--- src/rtl/exception_unit_if.sv ---
// exception_unit_if: cause/SPR bus between the execute-stage cause
// generators, the PC/SPR write-back logic and exception_unit.
// master drives causes, PCs and SPR accesses; slave is the exception unit.
interface exception_unit_if #(
  parameter int NCAUSE = 23,
  parameter int DATA_W = 32
);
  logic [NCAUSE-1:0] ca_in;
  logic [DATA_W-1:0] pc;
  logic [DATA_W-1:0] next_pc;
  logic [DATA_W-1:0] ea;
  logic              eret;
  logic              sprw;
  logic [2:0]        reg_sel;
  logic [DATA_W-1:0] data_in;
  logic [DATA_W-1:0] spr_out;
  logic [NCAUSE-1:0] mca;
  logic              jisr;
  logic [4:0]        cause_id;
  logic              mode;
  logic              abort;
  logic              in_isr;

  modport master (
    output ca_in, pc, next_pc, ea, eret, sprw, reg_sel, data_in,
    input  spr_out, mca, jisr, cause_id, mode, abort, in_isr
  );

  modport slave (
    input  ca_in, pc, next_pc, ea, eret, sprw, reg_sel, data_in,
    output spr_out, mca, jisr, cause_id, mode, abort, in_isr
  );
endinterface

--- src/rtl/exception_unit.sv ---
// exception_unit: latches sticky external causes, applies the SR mask,
// resolves priority (index 0 highest) and raises jisr with the cause id.
// Owns SR/ESR/ECA/EPC/EDPC/EDATA/MODE, guards against nested non-maskable
// causes inside the ISR (double fault -> HALT with sticky abort).
// Optional macro EXC_COUNT_EN: saturating 32-bit exception counter at SPR 7.
module exception_unit #(
  parameter int                NCAUSE    = 23,
  parameter int                MASK_BASE = 6,
  parameter int                EXT_BASE  = 16,
  parameter logic [NCAUSE-1:0] RPT_MASK  = 23'h12FFFE,
  parameter int                DATA_W    = 32
) (
  input logic             clk,
  input logic             rst,
  exception_unit_if.slave bus
);
  typedef enum logic [1:0] {ST_IDLE, ST_ISR, ST_HALT} state_t;

  localparam logic [NCAUSE-1:0] EXT_MASK = {NCAUSE{1'b1}} << EXT_BASE;

  state_t            r_state, w_state_nxt;
  logic [NCAUSE-1:0] r_pending, w_pending_nxt;
  logic [NCAUSE-1:0] w_mask, w_mca, w_clr, r_eca;
  logic [DATA_W-1:0] r_sr, r_esr, r_epc, r_edpc, r_edata;
  logic [DATA_W-1:0] w_spr_rd, w_cnt_rd;
  logic              r_mode, r_emode, r_abort;
  logic              w_jisr, w_rpt, w_wr_en;
  logic [4:0]        w_cause_id;

  // Mask vector: non-maskable causes always pass, the rest follow SR.
  always_comb begin
    w_mask = '1;
    for (int i = MASK_BASE; i < NCAUSE; i++) w_mask[i] = r_sr[i];
  end

  assign w_mca = (bus.ca_in | r_pending) & w_mask;

  // Priority encoder: lowest set bit wins; also look up its repeat/continue kind.
  always_comb begin
    w_cause_id = '0;
    w_rpt      = 1'b0;
    for (int i = NCAUSE - 1; i >= 0; i--) begin
      if (w_mca[i]) begin
        w_cause_id = 5'(i);
        w_rpt      = RPT_MASK[i];
      end
    end
  end

  // Next-state and jisr: only non-maskable causes can fire inside the ISR.
  always_comb begin
    w_state_nxt = r_state;
    w_jisr      = 1'b0;
    case (r_state)
      ST_IDLE: begin
        w_jisr = |w_mca;
        if (w_jisr) w_state_nxt = ST_ISR;
      end
      ST_ISR: begin
        w_jisr = |w_mca[MASK_BASE-1:0];
        if (w_jisr)        w_state_nxt = ST_HALT;
        else if (bus.eret) w_state_nxt = ST_IDLE;
      end
      default: w_state_nxt = ST_HALT;
    endcase
  end

  // State register.
  always_ff @(posedge clk) begin
    if (rst) r_state <= ST_IDLE;
    else     r_state <= w_state_nxt;
  end

  // SPR writes lose to jisr and are frozen once halted.
  assign w_wr_en = bus.sprw && (r_state != ST_HALT) && !w_jisr;

  // Pending clear: taken causes on jisr, plus ECA writes issued from the ISR.
  always_comb begin
    w_clr = w_jisr ? w_mca : '0;
    if (w_wr_en && (r_state == ST_ISR) && (bus.reg_sel == 3'd2))
      w_clr = w_clr | bus.data_in[NCAUSE-1:0];
    w_pending_nxt = (r_pending | bus.ca_in) & ~w_clr & EXT_MASK;
  end

  // Sticky pending register for external causes; frozen in HALT.
  always_ff @(posedge clk) begin
    if (rst)                     r_pending <= '0;
    else if (r_state != ST_HALT) r_pending <= w_pending_nxt;
  end

  // Exception SPRs: capture on entry, restore on eret, software writes otherwise.
  always_ff @(posedge clk) begin
    if (rst) begin
      r_sr    <= '0;
      r_esr   <= '0;
      r_eca   <= '0;
      r_epc   <= '0;
      r_edpc  <= '0;
      r_edata <= '0;
      r_mode  <= 1'b0;
      r_emode <= 1'b0;
      r_abort <= 1'b0;
    end else if (w_jisr) begin
      if (r_state == ST_IDLE) begin
        r_eca   <= w_mca;
        r_esr   <= r_sr;
        r_emode <= r_mode;
        r_sr    <= '0;
        r_mode  <= 1'b0;
        r_edata <= bus.ea;
        r_epc   <= w_rpt ? bus.pc : bus.next_pc;
        r_edpc  <= bus.next_pc;
      end else begin
        r_abort <= 1'b1;
      end
    end else begin
      if (w_wr_en) begin
        case (bus.reg_sel)
          3'd0:    r_sr    <= bus.data_in;
          3'd1:    r_esr   <= bus.data_in;
          3'd2:    r_eca   <= bus.data_in[NCAUSE-1:0];
          3'd3:    r_epc   <= bus.data_in;
          3'd4:    r_edpc  <= bus.data_in;
          3'd5:    r_edata <= bus.data_in;
          3'd6:    r_mode  <= bus.data_in[0];
          default: ;
        endcase
      end
      // Placed after the write so eret overrides a same-cycle SR/MODE write.
      if ((r_state == ST_ISR) && bus.eret) begin
        r_sr   <= r_esr;
        r_mode <= r_emode;
      end
    end
  end

`ifdef EXC_COUNT_EN
  logic [31:0] r_cnt;

  function automatic logic [31:0] sat_inc(input logic [31:0] v);
    return (v == 32'hFFFF_FFFF) ? v : v + 32'd1;
  endfunction

  // Exception counter: saturating count of jisr edges, loadable through SPR 7.
  always_ff @(posedge clk) begin
    if (rst)                                     r_cnt <= '0;
    else if (w_jisr)                             r_cnt <= sat_inc(r_cnt);
    else if (w_wr_en && (bus.reg_sel == 3'd7))   r_cnt <= bus.data_in[31:0];
  end

  assign w_cnt_rd = DATA_W'(r_cnt);
`else
  assign w_cnt_rd = '0;
`endif

  // SPR read mux.
  always_comb begin
    w_spr_rd = '0;
    case (bus.reg_sel)
      3'd0:    w_spr_rd = r_sr;
      3'd1:    w_spr_rd = r_esr;
      3'd2:    w_spr_rd = DATA_W'(r_eca);
      3'd3:    w_spr_rd = r_epc;
      3'd4:    w_spr_rd = r_edpc;
      3'd5:    w_spr_rd = r_edata;
      3'd6:    w_spr_rd = DATA_W'(r_mode);
      default: w_spr_rd = w_cnt_rd;
    endcase
  end

  assign bus.spr_out  = w_spr_rd;
  assign bus.mca      = w_mca;
  assign bus.jisr     = w_jisr;
  assign bus.cause_id = w_cause_id;
  assign bus.mode     = r_mode;
  assign bus.abort    = r_abort;
  assign bus.in_isr   = (r_state == ST_ISR);
endmodule
--- src/flat_wrapper.sv ---
// flat-port wrapper written by rule: the top's interface ports become plain ports
module exception_unit_flat 
#(
  parameter int                NCAUSE    = 23,
  parameter int                MASK_BASE = 6,
  parameter int                EXT_BASE  = 16,
  parameter logic [NCAUSE-1:0] RPT_MASK  = 23'h12FFFE,
  parameter int                DATA_W    = 32
)
  (clk, rst, bus_ca_in, bus_pc, bus_next_pc, bus_ea, bus_eret, bus_sprw, bus_reg_sel, bus_data_in, bus_spr_out, bus_mca, bus_jisr, bus_cause_id, bus_mode, bus_abort, bus_in_isr);
  exception_unit_if #(.NCAUSE(NCAUSE), .DATA_W(DATA_W)) bus_i ();
  input logic clk;
  input logic rst;
  input wire logic [$bits(bus_i.ca_in)-1:0] bus_ca_in;
  input wire logic [$bits(bus_i.pc)-1:0] bus_pc;
  input wire logic [$bits(bus_i.next_pc)-1:0] bus_next_pc;
  input wire logic [$bits(bus_i.ea)-1:0] bus_ea;
  input wire logic [$bits(bus_i.eret)-1:0] bus_eret;
  input wire logic [$bits(bus_i.sprw)-1:0] bus_sprw;
  input wire logic [$bits(bus_i.reg_sel)-1:0] bus_reg_sel;
  input wire logic [$bits(bus_i.data_in)-1:0] bus_data_in;
  output wire logic [$bits(bus_i.spr_out)-1:0] bus_spr_out;
  output wire logic [$bits(bus_i.mca)-1:0] bus_mca;
  output wire logic [$bits(bus_i.jisr)-1:0] bus_jisr;
  output wire logic [$bits(bus_i.cause_id)-1:0] bus_cause_id;
  output wire logic [$bits(bus_i.mode)-1:0] bus_mode;
  output wire logic [$bits(bus_i.abort)-1:0] bus_abort;
  output wire logic [$bits(bus_i.in_isr)-1:0] bus_in_isr;
  assign bus_i.ca_in = bus_ca_in;
  assign bus_i.pc = bus_pc;
  assign bus_i.next_pc = bus_next_pc;
  assign bus_i.ea = bus_ea;
  assign bus_i.eret = bus_eret;
  assign bus_i.sprw = bus_sprw;
  assign bus_i.reg_sel = bus_reg_sel;
  assign bus_i.data_in = bus_data_in;
  assign bus_spr_out = bus_i.spr_out;
  assign bus_mca = bus_i.mca;
  assign bus_jisr = bus_i.jisr;
  assign bus_cause_id = bus_i.cause_id;
  assign bus_mode = bus_i.mode;
  assign bus_abort = bus_i.abort;
  assign bus_in_isr = bus_i.in_isr;
  exception_unit #(.NCAUSE(NCAUSE), .MASK_BASE(MASK_BASE), .EXT_BASE(EXT_BASE), .RPT_MASK(RPT_MASK), .DATA_W(DATA_W)) u_core (.clk(clk), .rst(rst), .bus(bus_i));
endmodule
--- config.mk ---
export PLATFORM = sky130hd
export DESIGN_NAME = exception_unit_flat
export DESIGN_NICKNAME = d
export VERILOG_FILES = /design/src/rtl/exception_unit_if.sv /design/src/rtl/exception_unit.sv /design/src/flat_wrapper.sv
export SDC_FILE = /design/constraint.sdc
export NUM_CORES = 1
export LEC_CHECK = 0
export ABC_AREA = 1
export CORE_MARGIN = 3
export CORE_UTILIZATION = 52
export CTS_CLUSTER_SIZE = 20
export DETAILED_ROUTE_END_ITERATION = 12
export PLACE_DENSITY_LB_ADDON = 0.15
export SYNTH_ARGS = -nofsm -noshare
export SYNTH_HDL_FRONTEND = slang
export SYNTH_SLANG_ARGS = --single-unit
export TNS_END_PERCENT = 50
--- constraint.sdc ---
create_clock -name clk -period 3.3 [get_ports clk]
set_clock_uncertainty 0.1 [all_clocks]
set_input_delay 0.66 -clock clk [delete_from_list [all_inputs] [get_ports clk]]
set_output_delay 0.66 -clock clk [all_outputs]
set_load 0.02 [all_outputs]
==> impl_metrics.toml <==
[status]
outcome = "finished, violations left"
violations = "negative setup slack"

[cts]
h-tree-depth = 4
tritoncts = "yes"
clock_sinks = 195
cts_root_buffer = "clkbuf_16"
clock_latency_ns = 0.44
cts.hold.buffers_added = 0
cts_buffer_depth = 2
cts.clk_slew.worst_paths_ns = 0.08
cts_buffers = 17

[layout]
syn_to_final_growth_pct = 36.9
nFillCells = 1578
finish.instance_area_um2 = 14500
fin_util_pct = 73.4
drive_gt1_share_pct = 17.4
nNetsFinal = 1913

[route]
met2_length_um = 17200
vias_per_cell = 5.80
maxUsedRoutingLayer = "met4"
routed_wl_um = 37100
drcViolationCount = 0
wl_met1_um = 14800
drt_iter0_markers = 1072
dr_wl_met3_um = 3760
wire_per_inst_um = 18.2
drt-pass1-iter-count = 8
ant_nets = 0
num_vias = 11800

[logic_synthesis]
ys_ff_latch = 195
netlist_area_um2 = 10600
synth.area.top_cells = "dfxtp_1 37%, nand2_1 10%, o21ai_0 8.0%, a21oi_1 6.8%, inv_1 6.6%"
yosysTopAreaCell = "dfxtp_1"
synth.most_common_cell = "nand2_1"
synth_top_family_by_area = "compound AO/OA/AOI/OAI gates"
synth_xor_area_share_pct = 0
synth.area.mux_share_pct = 0
synth_compound_area_share_pct = 33.8
synth_cells = 1498
synthTopCellsByCount = "290 x nand2_1, 195 x dfxtp_1, 186 x inv_1, 169 x o21ai_0, 143 x a21oi_1"
synth_edf_count = 0
synth.avg_cell_area_um2 = 7.06
ys_seq_area_share_pct = 36.9
yosysWarnings = 0
synth_fp_nets = 1656
synth_top_area_share_pct = 36.9
ys_async_sr_fraction_pct = 0
synthAdderAreaFrac_pct = 0
ys_types = 42
synth-main-ff-cell = "dfxtp_1"
synth_simple_gate_area_share_pct = 16.7

[die]
initial_core_util_pct = 53.6
dieArea_um2 = 22100
die_width_um = 149
die_h_um = 149
rows = 51
core-area_um2 = 19700
ios = 222

[min_path]
hold_class = "reg -> reg"
holdPathEnd = "u_core.r_edpc[30]$_SDFFE_PP0P_"
hold_start = "u_core.r_edpc[30]$_SDFFE_PP0P_"
min_path_cells = 2

[global_routing]
grt_first_pass_wirelength_um = 58600
antenna_found_initial = 1
grt_max_degree = 67
overflow = 0
first_global_vias = 11400
grt_use_total_pct = 33.0

[placed_design]
place_hpwl_um = 25200
postPlaceCellArea_um2 = 13800
portBuffers = 221
place_congestion = 0.900
dpl_worst_slack_ns = -0.651

[power_and_ir_drop]
p_leak_uw = 0.00604
peakVddDrop_v = 0.000473
power_density_nw_per_um2 = 581

[sta]
setup_viol = 3
min_period_over_period_pct = 101
maxSlewHeadroom_pct = 53.9
rsz0062_at_grt = "yes"
max_slew.worst_pin.slew_ns = 0.691
drv_slew = 0
period_needed_ns = 3.34
finalSetupTns_ns = -0.0683
max_freq_mhz = 299
post-route-worst-setup-slack_ns = -0.0392
hold_viol = 0

[worst_setup_path]
crit_path_end_kind = "output port"
r2r_setup_slack_ns = 0.45
critPathLaunchType = "input pin"
path_max_fanout = 14
r2r-end = "u_core.r_esr[2]$_SDFFE_PP0P_"
crit_type = "in -> out"
r2r_cells = 18
cp.arrival_ns = 2.58
reg2reg_from = "u_core.r_sr[21]$_SDFFE_PP0P_"
cp_data_required_time_ns = 2.54

[job]
max-cap-violations = 0
[worst max-delay path by stage]
stage | startpoint | to | slack, ns | depth (start not counted)
after floorplan | bus_ca_in[21] | bus_cause_id[0] | 0.20 | 22
after global placement | bus_ca_in[21] | bus_cause_id[1] | -0.61 | 12
after detailed placement | bus_ca_in[21] | bus_cause_id[1] | -0.65 | 12
after CTS | bus_reg_sel[1] | bus_spr_out[17] | -0.03 | 8
after global routing | u_core.r_sr[21]$_SDFFE_PP0P_ | bus_cause_id[0] | -0.08 | 23
final | bus_reg_sel[0] | bus_spr_out[21] | -0.04 | 9
[placed cells by master, fill, tap and decap left out, drive strengths merged]
cell and n:
clkdlybuf4s50 175, a211oi 31, clkinv 6, or2 3
o211ai 45, o21ai 229, clkbuf 37, nand2 316
a21oi 147, o22ai 20, nand3b 1, dlygate4sd2 6
inv 205, bufinv 1, nor4 1, a31o 1
diode 1, nor3 8, nor2 73, a221oi 24
o221ai 12, nand3 6, dlymetal6s2s 2, clkdlybuf4s15 16
o2111ai 8, dfxtp 195, buf 135, a31oi 64
a311oi 1
[cell type report]
type                       count  area, um2  area share (%)
multi-input combinational    990       5490            37.9
inverter                     199        757            5.23
tap                          265        332            2.29
sequential                   195       3900            27.0
clock inverter                13        136           0.942
antenna                        1       2.50          0.0173
clock buffer                  19        453            3.13
timing repair buffer         352       3400            23.5
[sequential cells by signal, summed over array words and instances, names as in the netlist]
| name | flops |
|---|---|
| u_core.r_edpc | 32 |
| u_core.r_eca | 23 |
| u_core.r_state | 2 |
| u_core.r_epc | 32 |
| u_core.r_pending | 7 |
| u_core.bus.abort | 1 |
| u_core.r_edata | 32 |
| u_core.r_emode | 1 |
| u_core.bus.mode | 1 |
| u_core.r_sr | 32 |
| u_core.r_esr | 32 |
[what timing repair did]
item	4_1_cts	5_1_grt
cloned	0	0
buffers inserted	2	1
setup endpoints to repair	38	36
gates resized for setup	84	75
pin swaps	19	23
[worst max-delay path: stages]
cell and delay [ns]:
clkdlybuf4s50_1 0.53, buf_4 0.15, nor2_1 0.06, nand2_2 0.11
inv_1 0.08, buf_12 0.17, a221oi_1 0.31, o2111ai_1 0.20
clkdlybuf4s15_2 0.29
[cell families (layout without fill, tap and decap cells)]
family                 Yosys count  count (layout)
AO/OA/AOI/OAI                  582             582
buffers and inverters          313             583
flip-flops                     195             195
other                            0               1
AND/OR/NAND/NOR                408             408
[routing by layer]
layer | up-vias | track usage (%)
met3 | 99 | 7.01
met1 | 5419 | 42.8
li1 | 5611 | -
met2 | 678 | 53.8
met4 | 0 | 13.4
met5 | - | 0
[per-stage QoR]
stage	std cells	power (uW)	hold WS [ns]
global placement	1998	6170	0.333
floorplan	1498	4960	0.323
global route	2034	8830	0.369
detailed placement	1998	6240	0.335
CTS	2032	8330	0.348
finish	2034	8400	0.349
[power breakdown]
part | switching, uW | internal, uW | leakage [uW]
clock network | 1010 | 1110 | 0.000294
logic | 1930 | 1280 | 0.00413
registers | 237 | 2840 | 0.00162
No activity file was read; power rests on OpenSTA's default activity.
